$ cat src/rtl/sysbus_mem_ctrl.sv
// ============================================================================
// Module   : sysbus_mem_ctrl
// Brief    : SysBus-to-async-SRAM access controller with wait states; returns
//            read data on DataIn with a MemEn strobe. Optional MemWait
//            extension enabled by macro MEMCTRL_EXT_WAIT_EN.
// Revision : 1.0
// ============================================================================
`default_nettype none

module sysbus_mem_ctrl #(
    parameter int unsigned WAIT_STATES = 2
) (
    input  logic        Clock,
    input  logic        nReset,
    input  logic [15:0] SysBus,
    input  logic        Req,
    input  logic        Write,
    output logic        Ready,
    output logic        Done,
    output logic [15:0] DataIn,
    output logic        MemEn,
    output logic [15:0] MemAddr,
    output logic [15:0] MemWData,
    input  logic [15:0] MemRData,
    output logic        nMemOE,
    output logic        nMemWE,
    input  logic        MemWait
);

    localparam logic [3:0] C_WAIT_LOAD = 4'(WAIT_STATES);

    typedef enum logic [2:0] {
        S_IDLE   = 3'd0,
        S_WDATA  = 3'd1,
        S_ACCESS = 3'd2,
        S_RDONE  = 3'd3,
        S_WREC   = 3'd4
    } state_t;

    state_t      r_state;
    state_t      w_next;
    logic [3:0]  r_cnt;
    logic        r_is_write;
    logic [15:0] r_addr;
    logic [15:0] r_wdata;
    logic [15:0] r_rdata;

    logic        w_wait_clear;
    logic        w_load_addr;
    logic        w_load_wdata;
    logic        w_load_cnt;
    logic        w_dec_cnt;
    logic        w_capture;

`ifdef MEMCTRL_EXT_WAIT_EN
    assign w_wait_clear = ~MemWait;
`else
    logic w_unused_memwait;
    assign w_unused_memwait = MemWait;
    assign w_wait_clear     = 1'b1;
`endif

    always_ff @(posedge Clock or negedge nReset) begin
        if (!nReset) begin
            r_state <= S_IDLE;
        end else begin
            r_state <= w_next;
        end
    end

    // Strobes depend only on state and the latched direction, never on Req/SysBus.
    always_comb begin
        w_next       = r_state;
        Ready        = 1'b0;
        Done         = 1'b0;
        MemEn        = 1'b0;
        nMemOE       = 1'b1;
        nMemWE       = 1'b1;
        w_load_addr  = 1'b0;
        w_load_wdata = 1'b0;
        w_load_cnt   = 1'b0;
        w_dec_cnt    = 1'b0;
        w_capture    = 1'b0;
        case (r_state)
            S_IDLE: begin
                Ready = 1'b1;
                if (Req) begin
                    w_load_addr = 1'b1;
                    if (Write) begin
                        w_next = S_WDATA;
                    end else begin
                        w_load_cnt = 1'b1;
                        w_next     = S_ACCESS;
                    end
                end
            end
            S_WDATA: begin
                w_load_wdata = 1'b1;
                w_load_cnt   = 1'b1;
                w_next       = S_ACCESS;
            end
            S_ACCESS: begin
                nMemOE    = r_is_write;
                nMemWE    = ~r_is_write;
                w_dec_cnt = (r_cnt != 4'd0);
                if ((r_cnt == 4'd0) && w_wait_clear) begin
                    if (r_is_write) begin
                        w_next = S_WREC;
                    end else begin
                        w_capture = 1'b1;
                        w_next    = S_RDONE;
                    end
                end
            end
            S_RDONE: begin
                MemEn  = 1'b1;
                Done   = 1'b1;
                w_next = S_IDLE;
            end
            S_WREC: begin
                Done   = 1'b1;
                w_next = S_IDLE;
            end
            default: begin
                w_next = S_IDLE;
            end
        endcase
    end

    always_ff @(posedge Clock or negedge nReset) begin
        if (!nReset) begin
            r_cnt      <= 4'd0;
            r_is_write <= 1'b0;
            r_addr     <= 16'h0000;
            r_wdata    <= 16'h0000;
            r_rdata    <= 16'h0000;
        end else begin
            if (w_load_addr) begin
                r_addr     <= SysBus;
                r_is_write <= Write;
            end
            if (w_load_wdata) begin
                r_wdata <= SysBus;
            end
            if (w_load_cnt) begin
                r_cnt <= C_WAIT_LOAD;
            end else if (w_dec_cnt) begin
                r_cnt <= r_cnt - 4'd1;
            end
            if (w_capture) begin
                r_rdata <= MemRData;
            end
        end
    end

    assign MemAddr  = r_addr;
    assign MemWData = r_wdata;
    assign DataIn   = r_rdata;

endmodule

`default_nettype wire

$ cat config.mk
export PLATFORM = sky130hd
export DESIGN_NAME = sysbus_mem_ctrl
export DESIGN_NICKNAME = d
export VERILOG_FILES = /design/src/rtl/sysbus_mem_ctrl.sv
export SDC_FILE = /design/constraint.sdc
export NUM_CORES = 1
export LEC_CHECK = 0
export BUFFER_PORTS_ARGS = -buffer_cell sky130_fd_sc_hd__buf_2
export CAP_MARGIN = 5
export CORE_MARGIN = 8
export CORE_UTILIZATION = 51
export CTS_CLUSTER_SIZE = 12
export DETAILED_ROUTE_END_ITERATION = 16
export HOLD_SLACK_MARGIN = 0.03
export PLACE_DENSITY = 0.83
export SLEW_MARGIN = 20
export SYNTH_ARGS = -nofsm -noshare
export SYNTH_HDL_FRONTEND = slang
export SYNTH_SLANG_ARGS = --single-unit
$ cat constraint.sdc
create_clock -name Clock -period 4.4 [get_ports Clock]
set_clock_uncertainty 0.15 [all_clocks]
set_input_delay 0.66 -clock Clock [delete_from_list [all_inputs] [get_ports Clock]]
set_output_delay 0.66 -clock Clock [all_outputs]
set_load 0.02 [all_outputs]
# After elaboration in Yosys (flattened, before gate mapping)
# Cells that the tools add are included.
# totals
output_inout_bits	53
inputBits	37
elab_cells	42
ff_bits	56
# classes
n_reduce_logical	6
muxes	22
n_bitwise	1
n_eq_ne	6
add_sub_neg	1
# op_table
operator	count
1-bit two-way mux	14
3-bit two-way mux	3
3-bit case mux with 3 select lines	1
4-bit two-way mux	2
3-bit by 2-bit equality test with 1-bit output, second input constant	2
4-bit logical NOT	1
2-bit inequality test, second input constant	2
4-bit nonzero test	1
4-bit by 1-bit subtractor with 4-bit output, second input constant	1
3-bit by 1-bit equality test with 1-bit output, second input constant	1
3-bit equality test, second input constant	1
3-bit logical NOT	1
2-bit two-way mux	1
1-bit case mux with 2 select lines	1
2-bit AND reduction	1
2-bit nonzero test	1
2-bit OR reduction	1
1-bit NOT	1

# Longest topological paths before layout
# Gate-level depths: netlist (run 1).
# depth
word_depth	4
mapped_depth	6
depth_no_buf	5

# Worst setup path before layout (run 1)
# No wires, ideal clock.
# synth_path
path_kind	input-to-reg
startpoint	input Req
endpoint	register r_addr[10], in the netlist MemAddr[10]
required_time_ns	4.125
stages	3
path_slack_ns	2.490
arrival_ns	1.635
path_buffers	1
setup_ns	0.125
cell_sequence	nor4b_4 -> buf_4 -> mux2_2
# synth_between
elab_chain_len	2
# synth_rtl
item	line	rtl
start, declared	16	input logic Req,
1-bit two-way mux	87	if (Req) begin
1-bit two-way mux	84	case (r_state)
end signal, assigned	139	r_addr <= SysBus;
end, declared	44	logic [15:0] r_addr;
# Every way passes these cells.
# A chain may end at the register's enable or synchronous reset.

# Worst setup path after layout (run 1)
# layout_path
startpoint	register r_state[0]
endpoint	output nMemOE
# layout_between
elab_chain_len	2
# layout_rtl
item	line	rtl
start, declared	40	state_t r_state;
start signal, assigned	67	r_state <= w_next;
3-bit by 2-bit equality test with 1-bit output	84	
1-bit two-way mux	84	
end, declared	25	output logic nMemOE,
# Every way passes these cells.

==> metrics.cfg, run 1 <==
[status]
outcome=finished, final reports clean

[clock_tree]
cts_tree=built
postCtsHoldBufs=0
cts_setup_buffers=0
cts_buffers=5
clk_latency_ps=300
clock-root-buffer=clkbuf_8
cts.sinks=56
cts_resized=0
htree_num_levels=2
cts_buffer_depth=2
cts.clk_slew.worst_paths_ps=90

[floorplanning]
die_w_um=82.7
core_area_um2=4320
rows=24
start_util=0.525
die_area_um2=6840
die_y_um=82.7
io_pins=90

[min_path]
hold_path_class=in2async

[yosys]
synth.area.top_cells=dfrtp_1, mux2_2, nor4b_4
syn_nets=190
yosysWarnings=0
synth_area_per_cell_um2=14.9
yosys.cell_types.count=29
synth-async-reset-ratio=1.00
synth_area_um2=2270
synthTopCellsByCount=dfrtp_1, mux2_2, nand2_1
ys.flop_type=dfrtp_1
yosysSeqAreaShare=0.617
yosysMostFrequentCell=dfrtp_1
synth_top_area_cell=dfrtp_1
synth_edf_count=0
netlist_instances=152
synth_top_area_frac=0.617
ys_ff_latch=56

[grt]
grt_pass1_vias=1732
grtUsageMet3=0.0574
antenna_found_initial=0
grt_use_met2=0.263
busiest_layer=met2
grt.total_usage=0.151
grt_max_degree=57
grt_util_met1=0.166
grt_remaining_overflow=0
grt_pass1_wl_um=8060

[final_layout]
fill_cells=348
area_growth_pct=25.3
drive_gt1_frac=0.617
diodes=0
nNetsFinal=280
fin_area_um2=2850

[timing]
tightest_slew_ps=790
drv_slew=0
fmax_mhz=434
setup_viol=0
fin_setup_tns_ps=0
slew_headroom=0.474
period_needed_ps=2310
finalHoldViolations=0
fin_crit_sh=0.524
rsz0062_at_grt=false

[critical_path]
critPathArrivalTime_ps=1500
worst-path-max-fanout=8
worstPathRequired_ps=3590
path_class=reg2out
endpoint_kind=output port
startpoint_type=register

[route]
dr.pass1.iters=2
totalWireLength_um=4860
drtAntennaViolNets=0
drt_iter0_markers=47
drc_errors=0
wire_per_inst_um=16.5
vias=1531
vias_per_cell=5.19

[power]
leakagePower_nw=1.38
power_density_nw_per_um2=846
ir_drop_v=0.000460

[placed_design]
io_buffers=88
placed_area_um2=2740
dp_hpwl_um=3590
place_congestion=0.772

[run]
maxCapViolCount=0

[final cells by class]
type | count | area (um2) | area share
Clock inverter | 2 | 35.0 | 0.0123
Timing Repair Buffer | 90 | 455 | 0.160
Multi-Input combinational cell | 85 | 801 | 0.281
Tap cell | 52 | 65.1 | 0.0229
Sequential cell | 56 | 1400 | 0.493
Inverter | 4 | 15.0 | 0.00528
Clock buffer | 6 | 72.6 | 0.0255
[critical path: stages, from the launching register on]
cell     delay, ps
dfrtp_1        500
nor3b_4        410
nand2_1        110
buf_2          170
[cell families (layout without fill, tap and decap cells)]
group,count (synthesis),after routing,share of synthesized area
fa+ha+maj,1,1,0.00551
buf+inv,11,102,0.0303
flops,56,56,0.617
compound gates,11,11,0.0281
simple gates,25,25,0.0810
mux,48,48,0.238
[cell usage in the layout, fill, tap and decap left out, drive strengths merged]
| cell type | n |
|---|---|
| clkinv | 1 |
| and2 | 1 |
| buf | 90 |
| and3 | 1 |
| a21oi | 4 |
| or3b | 2 |
| or3 | 1 |
| dfrtp | 56 |
| o41ai | 1 |
| mux2 | 48 |
| nor2b | 1 |
| bufinv | 1 |
| nor2 | 4 |
| nor3b | 2 |
| clkbuf | 6 |
| nor3 | 3 |
| nand3 | 2 |
| o21a | 1 |
| inv | 4 |
| nand2 | 5 |
| or2 | 1 |
| o21ai | 4 |
| nor4b | 1 |
| ha | 1 |
| nand4b | 1 |
| a21o | 1 |
[through the flow]
step	worst slack (ps)	hold slack, ps	instances	power, mW	utilization
global placement	2380	333	287	2.07	0.633
global route	2000	375	295	2.56	0.658
detailed placement	2330	337	287	2.12	0.633
floorplan	2490	214	152	1.74	-
CTS	2070	357	295	2.45	0.658
finish	2090	328	295	2.41	0.658
[worst paths after layout]
kind | start | end | slack [ps] | cells past startpoint
worst min register to register | MemAddr[14] | MemAddr[14] | 360 | 1
min in group Clock | MemAddr[14] | MemAddr[14] | 360 | 1
worst max-delay path | r_state[0] | nMemOE | 2090 | 3
worst min-delay path | nReset | MemWData[11] | 330 | 2
max in group asynchronous | nReset | r_state[1] | 3330 | 2
worst max register to register | r_cnt[0] | DataIn[5] | 2310 | 5
[metal layers]
metal | vias to the layer above | share of wire
li1 | 714 | -
met1 | 765 | 0.37
met2 | 45 | 0.53
met3 | 7 | 0.088
met4 | 0 | 0.013
met5 | - | 0
[power by group]
part | switching [mW] | total, mW | internal (mW)
registers | 0.151 | 0.925 | 0.774
logic | 0.657 | 1.16 | 0.502
clock network | 0.153 | 0.322 | 0.169
total | 0.961 | 2.41 | 1.44
[registers in the layout, indices dropped and copies added (netlist names)]
signal      count
MemWData       16
MemAddr        16
DataIn         16
r_state         3
r_cnt           4
r_is_write      1
No activity file was read; power rests on OpenSTA's default activity.
==> inputs of run 2 (changes only) <==
--- a/config.mk
+++ b/config.mk
@@ -8,11 +8,11 @@
 export BUFFER_PORTS_ARGS = -buffer_cell sky130_fd_sc_hd__buf_2
 export CAP_MARGIN = 5
 export CORE_MARGIN = 8
-export CORE_UTILIZATION = 51
+export CORE_UTILIZATION = 48
 export CTS_CLUSTER_SIZE = 12
 export DETAILED_ROUTE_END_ITERATION = 16
 export HOLD_SLACK_MARGIN = 0.03
-export PLACE_DENSITY = 0.83
+export PLACE_DENSITY = 0.79
 export SLEW_MARGIN = 20
 export SYNTH_ARGS = -nofsm -noshare
 export SYNTH_HDL_FRONTEND = slang
==> constraint.sdc (replaced) <==
create_clock -name Clock -period 2.27 [get_ports Clock]
set_clock_uncertainty 0.15 [all_clocks]
set_input_delay 0.3405 -clock Clock [delete_from_list [all_inputs] [get_ports Clock]]
set_output_delay 0.3405 -clock Clock [all_outputs]
set_load 0.02 [all_outputs]
==> metrics.cfg, run 2 (same netlist as run 1, synthesis figures left out) <==
[floorplanning]
core_area_um2=4630
die_y_um=84.8
io_pins=90
die_area_um2=7190
die_w_um=84.8
rows=25
start_util=0.491

[critical_path]
startpoint_type=register
critPathArrivalTime_ps=2060
rr_startpoint=r_cnt[0]
path_class=reg2reg
reg2reg_slack_ps=250
endpoint_kind=register
worst-path-max-fanout=17
r2r_cells=5
worstReg2RegEnd=DataIn[15]
worstPathRequired_ps=2310

[timing]
finalHoldViolations=0
rsz0062_at_grt=false
fin_setup_tns_ps=0
slew_headroom=0.478
whs_ps=114
period_needed_ps=2020
drv_slew=0
fmax_mhz=495
post-route-worst-setup-slack_ps=248
tightest_slew_ps=783
setup_viol=0
fin_crit_sh=0.891

[grt]
grt.total_usage=0.144
grt_pass1_wl_um=8230
antenna_found_initial=0
grt_max_degree=36
grt_remaining_overflow=0
grt_pass1_vias=1621
busiest_layer=met2
grtUsageMet3=0.0400
grt_util_met1=0.154
grt_use_met2=0.266

[placed_design]
pre_cts_ws_ps=258
dp_hpwl_um=3800
place_congestion=0.790
io_buffers=88

[route]
totalWireLength_um=4970
dr.pass1.iters=4
drt_iter0_markers=53
drtAntennaViolNets=0
drc_errors=0
wire_per_inst_um=16.6
vias_per_cell=5.06
vias=1519

[min_path]
hold_path_class=in2reg
whs_path_depth=2
hold_end=DataIn[9]
hp-start=MemRData[9]

[clock_tree]
cts_buffers=5
cts_tree=built
cts.sinks=56
cts_buffer_depth=2
htree_num_levels=2
cts.clk_slew.worst_paths_ps=90
cts_setup_buffers=0
clk_latency_ps=300
clock-root-buffer=clkbuf_8

[final_layout]
drive_gt1_frac=0.614
final_common_cell=buf_2
nNetsFinal=283
diodes=0
area_growth_pct=25.7
layout_common_cells=buf_2, dfrtp_1, mux2_2

[run]
maxCapViolCount=0

[power]
power_density_nw_per_um2=1610
p_total_mw=4.60
leakagePower_nw=1.39
ir_drop_v=0.000763

[status]
outcome=finished, final reports clean

## run 2: per-layer routing
| metal | wire length [um] | up-vias |
|---|---|---|
| met5 | 0 | - |
| met4 | 61 | 0 |
| met1 | 1940 | 765 |
| li1 | - | 719 |
| met2 | 2790 | 29 |
| met3 | 172 | 6 |
## run 2: layout make-up
class	count	area [um2]
Fill cell	390	1770
Sequential cell	56	1400
Clock buffer	8	90.1
Tap cell	54	67.6
Timing Repair Buffer	93	480
Multi-Input combinational cell	85	801
Inverter	4	15.0
## run 2: per-stage QoR
stage / instance area (um2) / util / std cells
final: 2860 / 0.617 / 300
after global routing: 2860 / 0.617 / 300
after CTS: 2860 / 0.617 / 300
after detailed placement: 2760 / 0.595 / 291
after global placement: 2760 / 0.595 / 291
after floorplan: 2270 / - / 152
## run 2: power breakdown
| group | switching, mW | leakage, nW | internal [mW] |
|---|---|---|---|
| registers | 0.297 | 0.663 | 1.50 |
| clock network | 0.300 | 0.0455 | 0.250 |
| logic | 1.27 | 0.680 | 0.980 |
| total | 1.87 | 1.39 | 2.73 |
## run 2: worst max-delay path by stage
stage | start | endpoint | slack (ps) | depth (start not counted)
floorplan | r_cnt[0] | DataIn[10] | 430 | 6
CTS | r_cnt[0] | DataIn[15] | 240 | 5
detailed placement | r_cnt[0] | DataIn[15] | 260 | 5
finish | r_cnt[0] | DataIn[15] | 250 | 5
global placement | r_cnt[0] | DataIn[13] | 290 | 5
global route | r_cnt[0] | DataIn[11] | 80 | 5
## run 2: critical path: stages, from the launching register on
cell	delay, ps
dfrtp_1	420
inv_1	70
ha_1	190
nor3b_2	440
nand3_4	280
mux2_2	350
## run 2: what timing repair did
item	4_1_cts	5_1_grt
endpoints found under the hold margin	33	0
gates resized for setup	0	0
hold buffers	1	0
==> inputs of run 3 (changes only) <==
--- a/config.mk
+++ b/config.mk
@@ -11,8 +11,9 @@
 export CORE_UTILIZATION = 48
 export CTS_CLUSTER_SIZE = 12
 export DETAILED_ROUTE_END_ITERATION = 16
-export HOLD_SLACK_MARGIN = 0.03
+export GPL_TIMING_DRIVEN = 0
 export PLACE_DENSITY = 0.79
+export REMOVE_ABC_BUFFERS = 1
 export SLEW_MARGIN = 20
 export SYNTH_ARGS = -nofsm -noshare
 export SYNTH_HDL_FRONTEND = slang
==> metrics.cfg, run 3 (same netlist as run 1, synthesis figures left out) <==
[final_layout]
fill_cells=398
nNetsFinal=280
layout_common_cells=buf_2, dfrtp_1, mux2_2
area_growth_pct=25.2
diodes=0
drive_gt1_frac=0.609
final_common_cell=buf_2
postLayoutCoreUtil=0.614
fin_cells=297

[critical_path]
critPathMaxStageDelay_ps=460
worstReg2RegEnd=DataIn[4]
critPathSlowestCell=nor3b_2
crit_start=r_cnt[0]
path_cells=inv_1 -> ha_1 -> nor3b_2 -> nand3_4 -> mux2_2
critPathCapture=DataIn[4]
r2r_cells=5
rr_startpoint=r_cnt[0]
path_class=reg2reg
worst-path-max-fanout=17
worst-path-stages=5
crit_buf_inv=1
crit_family=simple AND/OR/NAND/NOR gates
startpoint_type=register
reg2reg_slack_ps=180
endpoint_kind=register
critPathArrivalTime_ps=2130
worstPathRequired_ps=2310

[grt]
grt_max_degree=57
grt_remaining_overflow=0
grt.total_usage=0.146
antenna_found_initial=0
grt_pass1_vias=1628
grt_pass1_wl_um=8280

[timing]
slew_headroom=0.479
period_needed_ps=2090
drv_slew=0
setup_viol=0
rsz0062_at_grt=false
fin_crit_sh=0.920
fin_setup_tns_ps=0
finalHoldViolations=0
fmax_mhz=479
whs_ps=113
tightest_slew_ps=782

[clock_tree]
cts_tree=built
cts.clk_slew.worst_paths_ps=90
cts_resized=0
cts.sinks=56
cts_buffer_depth=2
postCtsHoldBufs=1
htree_num_levels=2
cts_setup_buffers=0
cts_buffers=5
clock-root-buffer=clkbuf_8
clk_latency_ps=300

[power]
power_density_nw_per_um2=1620
leakagePower_nw=1.38
p_int_mw=2.73
power_switching_mw=1.87
p_seq_frac=0.389
clkPwrFrac=0.118
pwr-share-comb=0.493
switching_share=0.406
p_total_mw=4.60
ir_drop_v=0.000770

[route]
drc_errors=0
drtAntennaViolNets=0
drt_iter0_markers=45
vias_per_cell=5.06
totalWireLength_um=5030
dr.pass1.iters=4
vias=1502
wire_per_inst_um=16.9

[placed_design]
io_buffers=88
dp_hpwl_um=3790
place_congestion=0.730
dp_cells=288

[floorplanning]
die_y_um=84.8
rows=25
io_pins=90
die_area_um2=7190
start_util=0.491
core_area_um2=4630
die_w_um=84.8

[min_path]
whs_path_depth=2
hold_path_class=in2reg

[status]
outcome=finished, final reports clean

[run]
maxCapViolCount=0

==> run 3: cell count changes in the layout (fill, tap and decap cells not counted) <==
cell / before / now
buf_2: 88 / 87
buf_4: 4 / 1
buf_8: 0 / 1
==> run 3: final cells by class <==
type,instances,area (um2),area share
Clock buffer,8,90.1,0.0317
Inverter,4,15.0,0.00528
Multi-Input combinational cell,85,801,0.282
Sequential cell,56,1400,0.493
Tap cell,54,67.6,0.0238
Timing Repair Buffer,90,468,0.165
==> run 3: layer usage <==
| metal | GRT usage | wire (um) |
|---|---|---|
| met5 | 0 | 0 |
| met4 | 0.0583 | 72 |
| met3 | 0.0507 | 299 |
| met2 | 0.268 | 2810 |
| met1 | 0.146 | 1850 |
==> run 3: worst min-delay path by stage <==
stage / from / slack [ps] / end
finish: MemRData[14] / 110 / DataIn[14]
global route: MemRData[13] / 100 / DataIn[13]
CTS: MemRData[14] / 100 / DataIn[14]
detailed placement: nReset / 290 / MemWData[11]
global placement: DataIn[15] / 330 / DataIn[15]
floorplan: nReset / -110 / DataIn[0]
==> run 3: metrics by stage <==
stage,instance area [um2],worst slack [ps]
after floorplan,2220,390
after global placement,2730,50.7
after detailed placement,2740,199
after CTS,2840,180
after global routing,2840,37.3
final,2840,183
==> run 3: power groups by stage <==
stage	Sequential (mW)	Clock [mW]	Combinational (mW)
after global placement	1.78	0	2.24
after global routing	1.86	0.609	2.43
after detailed placement	1.81	0	2.31
final	1.79	0.542	2.27
after CTS	1.79	0.573	2.32
after floorplan	2.35	0	0.954
==> run 3: worst register-to-register path, delay by kind of cell (launching register included) <==
kind	cells	cell delay (ps)
adders and majority gates	1	210
muxes	1	360
buffers and inverters	1	70
DFF	1	430
and+or+nand+nor	2	750
